--- config.mk ---
export PLATFORM = sky130hd
export DESIGN_NAME = calc_initiator
export DESIGN_NICKNAME = d
export VERILOG_FILES = /design/src/rtl/calc_initiator_pkg.sv /design/src/rtl/calc_initiator_timeout_counter.sv /design/src/rtl/calc_initiator.sv
export SDC_FILE = /design/constraint.sdc
export NUM_CORES = 1
export LEC_CHECK = 0
export BUFFER_PORTS_ARGS = -buffer_cell sky130_fd_sc_hd__buf_2
export CORE_MARGIN = 4
export CORE_UTILIZATION = 48
export DETAILED_ROUTE_END_ITERATION = 16
export MAX_ROUTING_LAYER = met4
export PLACE_DENSITY = 0.82
export SLEW_MARGIN = 10
export SYNTH_ARGS = -nofsm -noshare
export SYNTH_HDL_FRONTEND = slang
export SYNTH_SLANG_ARGS = --single-unit
--- constraint.sdc ---
create_clock -name clk -period 4.4 [get_ports clk]
set_input_delay 0.22 -clock clk [delete_from_list [all_inputs] [get_ports clk]]
set_output_delay 0.22 -clock clk [all_outputs]
set_load 0.005 [all_outputs]
--- src/rtl/calc_initiator_pkg.sv ---
// calc_initiator_pkg: shared state encoding, calculator op codes and default abort limit
package calc_initiator_pkg;
  typedef enum logic [1:0] {IDLE, ISSUE, RESP, RELEASE} state_t;
  typedef enum logic [2:0] {OP_SUMA, OP_RESTA, OP_MULTIPLICACION, OP_DIVISION, OP_POTENCIA} op_t;
  localparam int DEF_TIMEOUT_CYCLES = 1024;
  localparam int DEF_OP_MAX = int'(OP_POTENCIA);
endpackage

--- src/rtl/calc_initiator_timeout_counter.sv ---
// timeout_counter: counts enabled cycles from a clear, flags the last allowed cycle
module timeout_counter #(
  parameter int LIMIT = 1024
) (
  input  logic clk,
  input  logic reset,
  input  logic clear,
  input  logic enable,
  output logic tc
);
  localparam int W = $clog2(LIMIT);
  localparam logic [W-1:0] LAST = W'(LIMIT - 1);
  logic [W-1:0] cnt;
  always_ff @(posedge clk or posedge reset)
    if (reset) cnt <= '0;
    else if (clear) cnt <= '0;
    else if (enable) cnt <= cnt + 1'b1;
  assign tc = cnt == LAST;
endmodule

--- src/rtl/calc_initiator.sv ---
// calc_initiator: hands one request at a time to a level-handshake calculator and returns its response
module calc_initiator
  import calc_initiator_pkg::*;
#(
  parameter int WIDTH = 32,
  parameter int TIMEOUT_CYCLES = DEF_TIMEOUT_CYCLES,
  parameter int OP_MAX = DEF_OP_MAX
) (
  input  logic             clk,
  input  logic             reset,
  input  logic             req_valid,
  output logic             req_ready,
  input  logic [WIDTH-1:0] req_a,
  input  logic [WIDTH-1:0] req_b,
  input  logic [2:0]       req_op,
  output logic [WIDTH-1:0] datoA,
  output logic [WIDTH-1:0] datoB,
  output logic [2:0]       operacion,
  output logic             start,
  input  logic [WIDTH-1:0] resultado,
  input  logic             ready,
  input  logic             error,
  output logic             rsp_valid,
  input  logic             rsp_ready,
  output logic [WIDTH-1:0] rsp_resultado,
  output logic             rsp_error,
  output logic             rsp_timeout
);
  localparam logic [2:0] OP_LIM = 3'(OP_MAX);
  state_t state;
  logic tc;
  timeout_counter #(.LIMIT(TIMEOUT_CYCLES)) u_timeout (
    .clk(clk),
    .reset(reset),
    .clear(state != ISSUE),
    .enable(state == ISSUE),
    .tc(tc)
  );
  assign req_ready = state == IDLE;
  assign start = state == ISSUE;
  always_ff @(posedge clk or posedge reset)
    if (reset) begin
      state <= IDLE;
      datoA <= '0;
      datoB <= '0;
      operacion <= '0;
      rsp_valid <= 1'b0;
      rsp_resultado <= '0;
      rsp_error <= 1'b0;
      rsp_timeout <= 1'b0;
    end else begin
      case (state)
        IDLE:
          if (req_valid && req_op <= OP_LIM) begin
            datoA <= req_a;
            datoB <= req_b;
            operacion <= req_op;
            state <= ISSUE;
          end else if (req_valid) begin
            rsp_resultado <= '0;
            rsp_error <= 1'b1;
            rsp_timeout <= 1'b0;
            rsp_valid <= 1'b1;
            state <= RESP;
          end
        // ready outranks an expiring counter in the same cycle
        ISSUE:
          if (ready) begin
            rsp_resultado <= resultado;
            rsp_error <= error;
            rsp_timeout <= 1'b0;
            rsp_valid <= 1'b1;
            state <= RESP;
          end else if (tc) begin
            rsp_resultado <= '0;
            rsp_error <= 1'b1;
            rsp_timeout <= 1'b1;
            rsp_valid <= 1'b1;
            state <= RESP;
          end
        RESP:
          if (rsp_ready) begin
            rsp_valid <= 1'b0;
            state <= RELEASE;
          end
        default:
          if (!ready) state <= IDLE;
      endcase
    end
endmodule

# --- Yosys cells after proc, flatten, opt, wreduce, memory -nomap -nowiden ---
# Index checks and enable logic that the tools add are counted.
classes:
  add_sub_neg: 1
  multipliers: 0
  div_mod_pow: 0
  magnitude_cmp: 1
  n_eq_ne: 10
  shifts: 0
  muxes: 26
  bitwise: 0
  n_reduce_logical: 9
op_table:
  columns: ["op", "count"]
  rows:
  - ["2-to-1 mux 32 bit", 4]
  - ["case mux 32 bit (2 select lines)", 1]
  - ["2-to-1 mux 10 bit", 2]
  - ["2-to-1 mux 2 bit", 6]
  - ["adder 10 x 1 -> 10 bit (second input constant)", 1]
  - ["equality test 10 bit (second input constant)", 1]
  - ["2-to-1 mux 1 bit", 9]
  - ["AND reduction 4 bit", 2]
  - ["!= test 2 bit (second input constant)", 3]
  - ["case mux 2 bit (3 select lines)", 1]
  - ["AND reduction 5 bit", 1]
  - ["!= test 4 x 3 -> 1 bit (second input constant)", 1]
  - ["case mux 1 bit (2 select lines)", 2]
  - ["nonzero test 2 bit", 2]
  - ["less-or-equal comparator 3 bit (second input constant)", 1]
  - ["!= test 3 x 1 -> 1 bit (second input constant)", 1]
  - ["!= test 3 x 2 -> 1 bit (second input constant)", 1]
  - ["case mux 1 bit (3 select lines)", 1]
  - ["nonzero test 3 bit", 1]
  - ["equality test 2 x 1 -> 1 bit (second input constant)", 1]
  - ["equality test 2 bit (second input constant)", 1]
  - ["logical NOT 2 bit", 1]
  - ["!= test 2 x 1 -> 1 bit (second input constant)", 1]
  - ["AND reduction 2 bit", 1]
  - ["logical AND 1 bit", 1]
totals:
  reg_bits: 114
  latch_bits: 0
  ramBits: 0
  romBits: 0
  inputBits: 105
  out_inout_bits: 104
  wordCells: 56
  mem_count: 0

# --- Depth between registers and ports, before layout ---
# Gate-level depths: netlist of run 1.
depth:
  depth_word: 4
  mapped_depth: 8
  mapped_depth_nobuf: 6

# --- Modules after synthesis ---
# Synthesis of run 1 repeated with hierarchy kept, for this count alone.
hier_totals:
  hier_cells: 338
  area_unflattened_um2: 4784.6
modules_own_cells:
  columns: ["mod", "n_inst", "cells_per_inst", "area_each_um2", "seq_area_each_um2"]
  rows:
  - ["calc_initiator", 1, 286, 4265.3, 2602.5]
  - ["timeout_counter", 1, 52, 519.2, 250.2]

# --- Worst setup path before layout of run 1 ---
# OpenSTA, ideal clock, no wires.
synth_path:
  path_type: "reg-to-reg"
  start: "register state[1]"
  end: "register rsp_resultado[10]"
  setup_ps: 125
  arrival_ps: 1913
  t_required_ps: 4275
  setup_slack_ps: 2362
  stages_incl_launch_ff: 9
  path_buffers: 2
  synth_period_minus_slack_ps: 2038
  path_cell_list: "dfrtp_1 -> inv_1 -> ha_1 -> buf_2 -> and2b_4 -> a21oi_4 -> o2111ai_4 -> buf_6 -> mux2_4"
synth_via:
  elab_chain_cells: 3
  elab_cells_between_ends: 8
  classes_between: "eq/ne: 4; mux: 1; reduce/logical: 3"
synth_rtl:
  columns: ["element", "line_no", "rtl"]
  rows:
  - ["start: declaration", "calc_initiator.sv:30", "state_t state;"]
  - ["start signal: assignment", "calc_initiator.sv:43", "state <= IDLE;"]
  - ["start signal: assignment", "calc_initiator.sv:58", "state <= ISSUE;"]
  - ["start signal: assignment", "calc_initiator.sv:64", "state <= RESP;"]
  - ["equality test 2 x 1 -> 1 bit *", null, null]
  - ["via start", "calc_initiator.sv:19", "output logic start,"]
  - ["!= test 3 x 1 -> 1 bit (no source line) or nonzero test 2 bit (tied branches)", null, null]
  - ["AND reduction 4 bit (no source line)", null, null]
  - ["end signal: assignment", "calc_initiator.sv:69", "rsp_resultado <= resultado;"]
  - ["end: declaration", "calc_initiator.sv:25", "output logic [WIDTH-1:0] rsp_resultado,"]
# Mark *: on every way through the listed nets, which the timed path passes. The rest lies on a longest branch.
# A chain may end at the register's enable or synchronous reset.

# --- Worst setup path after layout of run 1 ---
layout_path:
  start: "register state[1]"
  end: "register rsp_resultado[23]"
layout_via:
  elab_chain_cells: 3
  elab_cells_between_ends: 8
  classes_between: "eq/ne: 4; mux: 1; reduce/logical: 3"
layout_rtl:
  columns: ["element", "line_no", "rtl"]
  rows:
  - ["equality test 2 x 1 -> 1 bit or logical NOT 2 bit (tied branches)", "calc_initiator.sv:52", "case (state)"]
  - ["!= test 3 x 1 -> 1 bit (no source line) (tied with other cells)", null, null]
  - ["AND reduction 4 bit (no source line)", null, null]
# Parallel ways exist; a longest one is shown, timed or not.

==> summary.txt, run 1 <==
outcome: finished with violations
failing checks: negative hold slack
crit path DAT: 3080 ps
Core ar.: 9864 sq um
Nets: 855
Post-Syn Nets: 583
Switching Share: 33.32%
Wirelength per Cell: 16.58 um
relative max-transition margin: 19.10%
layout cell share with drive strength beyond 1: 37.38%
clock buffer count from CTS: 17
post-synthesis sequential area ratio: 58.09%
vias in the first global route: 4649
Filler cells: 622
WL final: 14.77 mm
final core utilization: 74.10%
ANT nets after route: 0
row count: 36
number of DRC violations after detailed-routing iteration 0: 334
Gate power share: 34.7%
initial core utilization: 49.78%
routability cong.: 0.9118
leakage: 4.190 nW
Post-synth top cells: 207 x nand2_1, 114 x dfrtp_1, 34 x and3_1, 29 x mux2_4, 20 x clkbuf_1
crit-path cells: inv_1, ha_1, buf_4, and2b_4, a21oi_4, o2111ai_4, buf_4, mux2_4
clock net sink count: 114
Worst Path Required: 4780 ps
pin count of the biggest net entering global routing: 88
Via density: 5.048
Cells after Synth: 473
R2R Setup Slk: 1690 ps
clock transition at the registers of the reported paths: 60 ps
final setup violation count: 0
Tightest Pin Transition: 1213 ps
Hold WS: -15.92 ps
Final Max Tran Viols: 0
max cap viols: 0
clock root buffer: clkbuf_8
slowest stage delay, CP: 410 ps
Critical Path Most Common Cell: buf_4
TNS Setup: 0 ps
most common cell in the netlist: nand2_1
clk buf depth: 2
H-tree depth: 4
Post-DP Area: 6033 sq um
CP Class: flip-flop to flip-flop
pwr dens: 653.1 nW/um^2
synth top area cells: dfrtp_1 58%, nand2_1 16%, mux2_4 8.9%
Int Pwr: 3.183 mW
Top FF cell, synth: dfrtp_1
Max Clk Rate: 369.5 MHz
Die Wd: 109.2 um
Hold/Removal Path Class: input port to async pin
syn avg cell area: 10.38 sq um
cell taking the most area after synthesis: dfrtp_1
Overflow after GRT: 0
critical path's top delay family: buffers and inverters
Final min period: 2706 ps
Finished Cell Area: 7310 sq um
Area Overhead vs Synth: 48.84%
Max FO, Critical Path: 46
first-pass GRT wire length: 22.76 mm
Worst Clk Skew: 8.664 ps
Peak VDD IR: 0.3919 mV
Clock Power Share: 29.4%
CP endpoint kind: flip-flop
via count: 4498
TritonCTS clock tree: yes
sequential power share: 35.9%
Post-synth EDFFs: 0
post-synth cell types: 35
RSZ-0062 raised after global routing: false
Ports: 209
Ys Warns: 0
Residual DRC: 0
clock latency at the later pin of the worst-skew pair: 500 ps
CP Buf/Inv Count: 3
Async S/R FF share, synth: 100.0%
CP startpoint kind: flip-flop
Slowest-stage cell, CP: dfrtp_1
number of synthesized register bits: 114
net switching power: 1.591 mW
Fin. Hold Viols: 7
initial antenna violation count: 0
full die area: 11910 sq um
setup bufs post-CTS: 0
Chip Height: 109.2 um
crit share post-route: 61.51%
Post-DP HPWL: 8.842 mm
total track usage: 25.52%
share of the synthesized area in the top cell type: 58.09%
drt pass-1 iters: 5
Syn Std Cell Area: 4911 sq um
buffers added on ports: 208
## path summary, 6_finish.rpt
path                              startpoint                 to  cells past startpoint
worst max register to register      state[1]  rsp_resultado[23]                      8
max in group asynchronous              reset       operacion[1]                      3
min in group clk                       error          rsp_error                      3
worst min register to register  operacion[2]       operacion[2]                      2
worst min-delay path                   reset          datoA[14]                      2
worst max-delay path                state[1]  rsp_resultado[23]                      8
## final cells by class
cell class | count | area [sq um] | share of cell area (%)
flip-flops and latches | 114 | 2853 | 39.03
well taps | 133 | 166.4 | 2.277
multi-input cells | 329 | 1926 | 26.34
clock buffers | 18 | 417.9 | 5.717
diodes | 1 | 2.502 | 0.03423
clock inverters | 13 | 185.2 | 2.533
inverters | 4 | 17.52 | 0.2396
repair buffers | 279 | 1742 | 23.83
## repair_timing
item	CTS	global route
hold endpoints to repair	67	0
hold buffers	67	0
resized for setup	0	0
## per-layer routing
metal | track usage, % | wire (um) | share of wire (%) | vias up
li1 | - | - | - | 2077
met2 | 43.29 | 7504 | 51 | 237
met3 | 5.565 | 1071 | 7.3 | 59
met5 | - | 0 | 0 | -
met4 | 12.98 | 529 | 3.6 | 0
met1 | 28.29 | 5667 | 38 | 2125
## placed cells by master, fill, tap and decap left out, types with 4 or more instances in the layout
master	n
buf_2	208
nand2_1	207
xnor2_1	4
nor2b_1	4
clkbuf_16	16
ha_1	5
dlygate4sd3_1	67
and3_1	33
mux2_2	4
buf_4	4
and2_1	9
mux2_4	29
dfrtp_1	114
bufinv_16	4
## metrics by stage
stage / cells / total power [mW] / setup slack (ps)
2_1_floorplan: 473 / 2.640 / 1164
3_3_place_gp: 792 / 3.207 / 1810
3_5_place_dp: 792 / 3.287 / 1712
4_1_cts: 890 / 4.762 / 1705
5_1_grt: 890 / 5.057 / 1539
6_report: 891 / 4.774 / 1694
## flip-flops by register name (all words and copies together) (netlist names)
| register | flops |
|---|---|
| rsp_timeout | 1 |
| rsp_valid | 1 |
| datoA | 32 |
| operacion | 3 |
| rsp_resultado | 32 |
| u_timeout.cnt | 10 |
| rsp_error | 1 |
| state | 2 |
| datoB | 32 |
## kinds of logic (layout without fill, tap and decap cells)
group,count (synthesis),after routing,synth area share [%]
buffers and inverters,30,314,2.828
AND/OR/NAND/NOR,269,269,23.69
other,0,1,0
AO/OA/AOI/OAI,14,14,2.879
adder cells (fa/ha/maj),5,5,1.274
multiplexers,34,34,9.987
flip-flops,114,114,58.09
XOR/XNOR,7,7,1.248
## power by group through the flow
| stage | Sequential, mW | Clock [mW] | Combinational, mW |
|---|---|---|---|
| finish | 1.71 | 1.40 | 1.66 |
| global route | 1.76 | 1.48 | 1.82 |
| CTS | 1.70 | 1.42 | 1.64 |
| detailed placement | 1.70 | 0 | 1.59 |
| global placement | 1.68 | 0 | 1.52 |
| floorplan | 1.73 | 0 | 0.912 |
## worst register-to-register path: stages, from the launching register on
cell	delay, ps
dfrtp_1	410
inv_1	100
ha_1	190
buf_4	250
and2b_4	240
a21oi_4	250
o2111ai_4	410
buf_4	410
mux2_4	340
Note: power is estimated with default switching activity, not from simulation.
==> run 2: changes to the inputs <==
--- a/config.mk
+++ b/config.mk
@@ -7,10 +7,10 @@
 export LEC_CHECK = 0
 export BUFFER_PORTS_ARGS = -buffer_cell sky130_fd_sc_hd__buf_2
 export CORE_MARGIN = 4
-export CORE_UTILIZATION = 48
+export CORE_UTILIZATION = 43
 export DETAILED_ROUTE_END_ITERATION = 16
 export MAX_ROUTING_LAYER = met4
-export PLACE_DENSITY = 0.82
+export PLACE_DENSITY = 0.78
 export SLEW_MARGIN = 10
 export SYNTH_ARGS = -nofsm -noshare
 export SYNTH_HDL_FRONTEND = slang
==> constraint.sdc (replaced) <==
create_clock -name clk -period 2.3 [get_ports clk]
set_input_delay 0.115 -clock clk [delete_from_list [all_inputs] [get_ports clk]]
set_output_delay 0.115 -clock clk [all_outputs]
set_load 0.005 [all_outputs]
==> summary.txt, run 2 (same netlist as run 1, synthesis figures left out) <==
outcome: completed
initial antenna violation count: 1
row count: 38
Gate power share: 35.9%
Placed Cells: 807
Residual DRC: 0
clock latency at the later pin of the worst-skew pair: 410 ps
Post-DP HPWL: 9.111 mm
Area Overhead vs Synth: 49.96%
reg2reg path depth: 7
crit path DAT: 2390 ps
routability cong.: 0.7787
total track usage: 22.97%
pwr dens: 1220 nW/um^2
Via density: 4.911
Ports: 209
first-pass GRT wire length: 23.00 mm
Overflow after GRT: 0
layout cell share with drive strength beyond 1: 37.81%
Switching Share: 33.01%
Peak VDD IR: 0.6840 mV
worst r2r src: state[1]
most common cell after layout, fill and taps aside: buf_2
Fin. Hold Viols: 0
Nets: 864
ANT nets after route: 0
RSZ-0062 raised after global routing: false
Final min period: 2099 ps
WL final: 14.30 mm
slowest stage delay, CP: 400 ps
initial core utilization: 44.52%
Reg2Reg Capture Point: rsp_resultado[10]
Final Max Tran Viols: 0
crit-path cells: inv_1, ha_1, and2b_4, a21oi_4, o2111ai_4, buf_12, mux2_4
number of DRC violations after detailed-routing iteration 0: 371
leakage: 4.215 nW
CP Class: flip-flop to flip-flop
Wirelength per Cell: 15.73 um
CP Buf/Inv Count: 2
drt pass-1 iters: 5
Slowest-stage cell, CP: dfrtp_1
R2R Setup Slk: 200 ps
Clock Power Share: 27.6%
Chip Height: 114.9 um
H-tree depth: 4
CP endpoint kind: flip-flop
Hold/Removal Path Class: input port to flip-flop
sequential power share: 36.5%
clock net sink count: 114
TritonCTS clock tree: yes
Filler cells: 822
Finished Layout Cells: 909
top flop regs: datoA: 32 flops, datoB: 32 flops, rsp_resultado: 32 flops
net switching power: 2.966 mW
Max FO, Critical Path: 21
crit path capture: rsp_resultado[10]
clock buffer count from CTS: 17
Worst Clk Skew: 8.257 ps
full die area: 13200 sq um
Core ar.: 11030 sq um
via count: 4464
max cap viols: 0
critical path's top delay family: compound AO/OA/AOI/OAI gates
Int Pwr: 6.020 mW
pin count of the biggest net entering global routing: 72
buffers added on ports: 208
clock transition at the registers of the reported paths: 50 ps
crit share post-route: 91.24%
cts repair resizes: 0
Worst Path Required: 2590 ps
critical path depth: 7
vias in the first global route: 4684
Die Wd: 114.9 um
clk buf depth: 2
total power: 8.986 mW
Max Clk Rate: 476.5 MHz
TNS Setup: 0 ps
CP startpoint kind: flip-flop
most frequent cells in the layout: 208 x buf_2, 207 x nand2_1, 114 x dfrtp_1
Critical Path Source: state[1]
Tightest Pin Transition: 764.0 ps
relative max-transition margin: 49.07%
clock root buffer: clkbuf_16
final setup violation count: 0
==> run 2: worst reg2reg max path, delay by kind of cell, from the launching register on <==
kind	cells	cell delay (ps)
muxes	1	320
and+or+nand+nor	1	220
adders and majority gates	1	260
buffers and inverters	2	370
DFF	1	400
AOI/OAI and AO/OA	2	420
==> run 2: per-stage QoR <==
step	hold WS, ps	util [%]	setup slack, ps	area (sq um)
floorplan	220.4	-	261.7	4915
global placement	304.1	55.44	300.1	6116
detailed placement	307.9	55.44	206.0	6116
CTS	20.35	66.72	201.1	7360
global route	59.39	66.74	97.22	7362
finish	44.84	66.77	201.4	7365
==> run 2: cell type report <==
type / instances / area [sq um] / share of cell area [%]
inverter: 4 / 18.77 / 0.2548
sequential: 114 / 2853 / 38.74
tap: 140 / 175.2 / 2.379
antenna: 2 / 5.005 / 0.06796
timing repair buffer: 288 / 1824 / 24.77
clock buffer: 21 / 450.4 / 6.116
clock inverter: 11 / 112.6 / 1.529
multi-input combinational: 329 / 1926 / 26.15
==> run 2: repair_timing <==
action	in CTS	in global routing
hold buffers	68	0
hold endpoints to repair	181	0
buffers inserted	0	0
==> run 2: worst min path at each step <==
stage	slack (ps)	cells past startpoint	to	startpoint
floorplan	220	2	datoA[0]	req_a[0]
global placement	300	3	datoA[26]	req_a[26]
detailed placement	310	3	datoB[31]	req_b[31]
CTS	20	3	rsp_error	error
global route	60	3	rsp_error	error
finish	40	3	rsp_error	error
==> run 2: per-layer routing <==
layer / GRT usage [%] / wire [um]
met1: 27.98 / 5738
met2: 36.50 / 7075
met3: 5.000 / 1038
met4: 10.80 / 447
met5: - / 0
==> run 2: power groups by stage <==
| stage | combinational [mW] | clock [mW] | sequential (mW) |
|---|---|---|---|
| final | 3.23 | 2.48 | 3.28 |
| after global routing | 3.56 | 2.63 | 3.38 |
| after CTS | 3.22 | 2.54 | 3.26 |
| after detailed placement | 3.13 | 0 | 3.27 |
| after global placement | 2.99 | 0 | 3.25 |
| after floorplan | 1.74 | 0 | 3.31 |
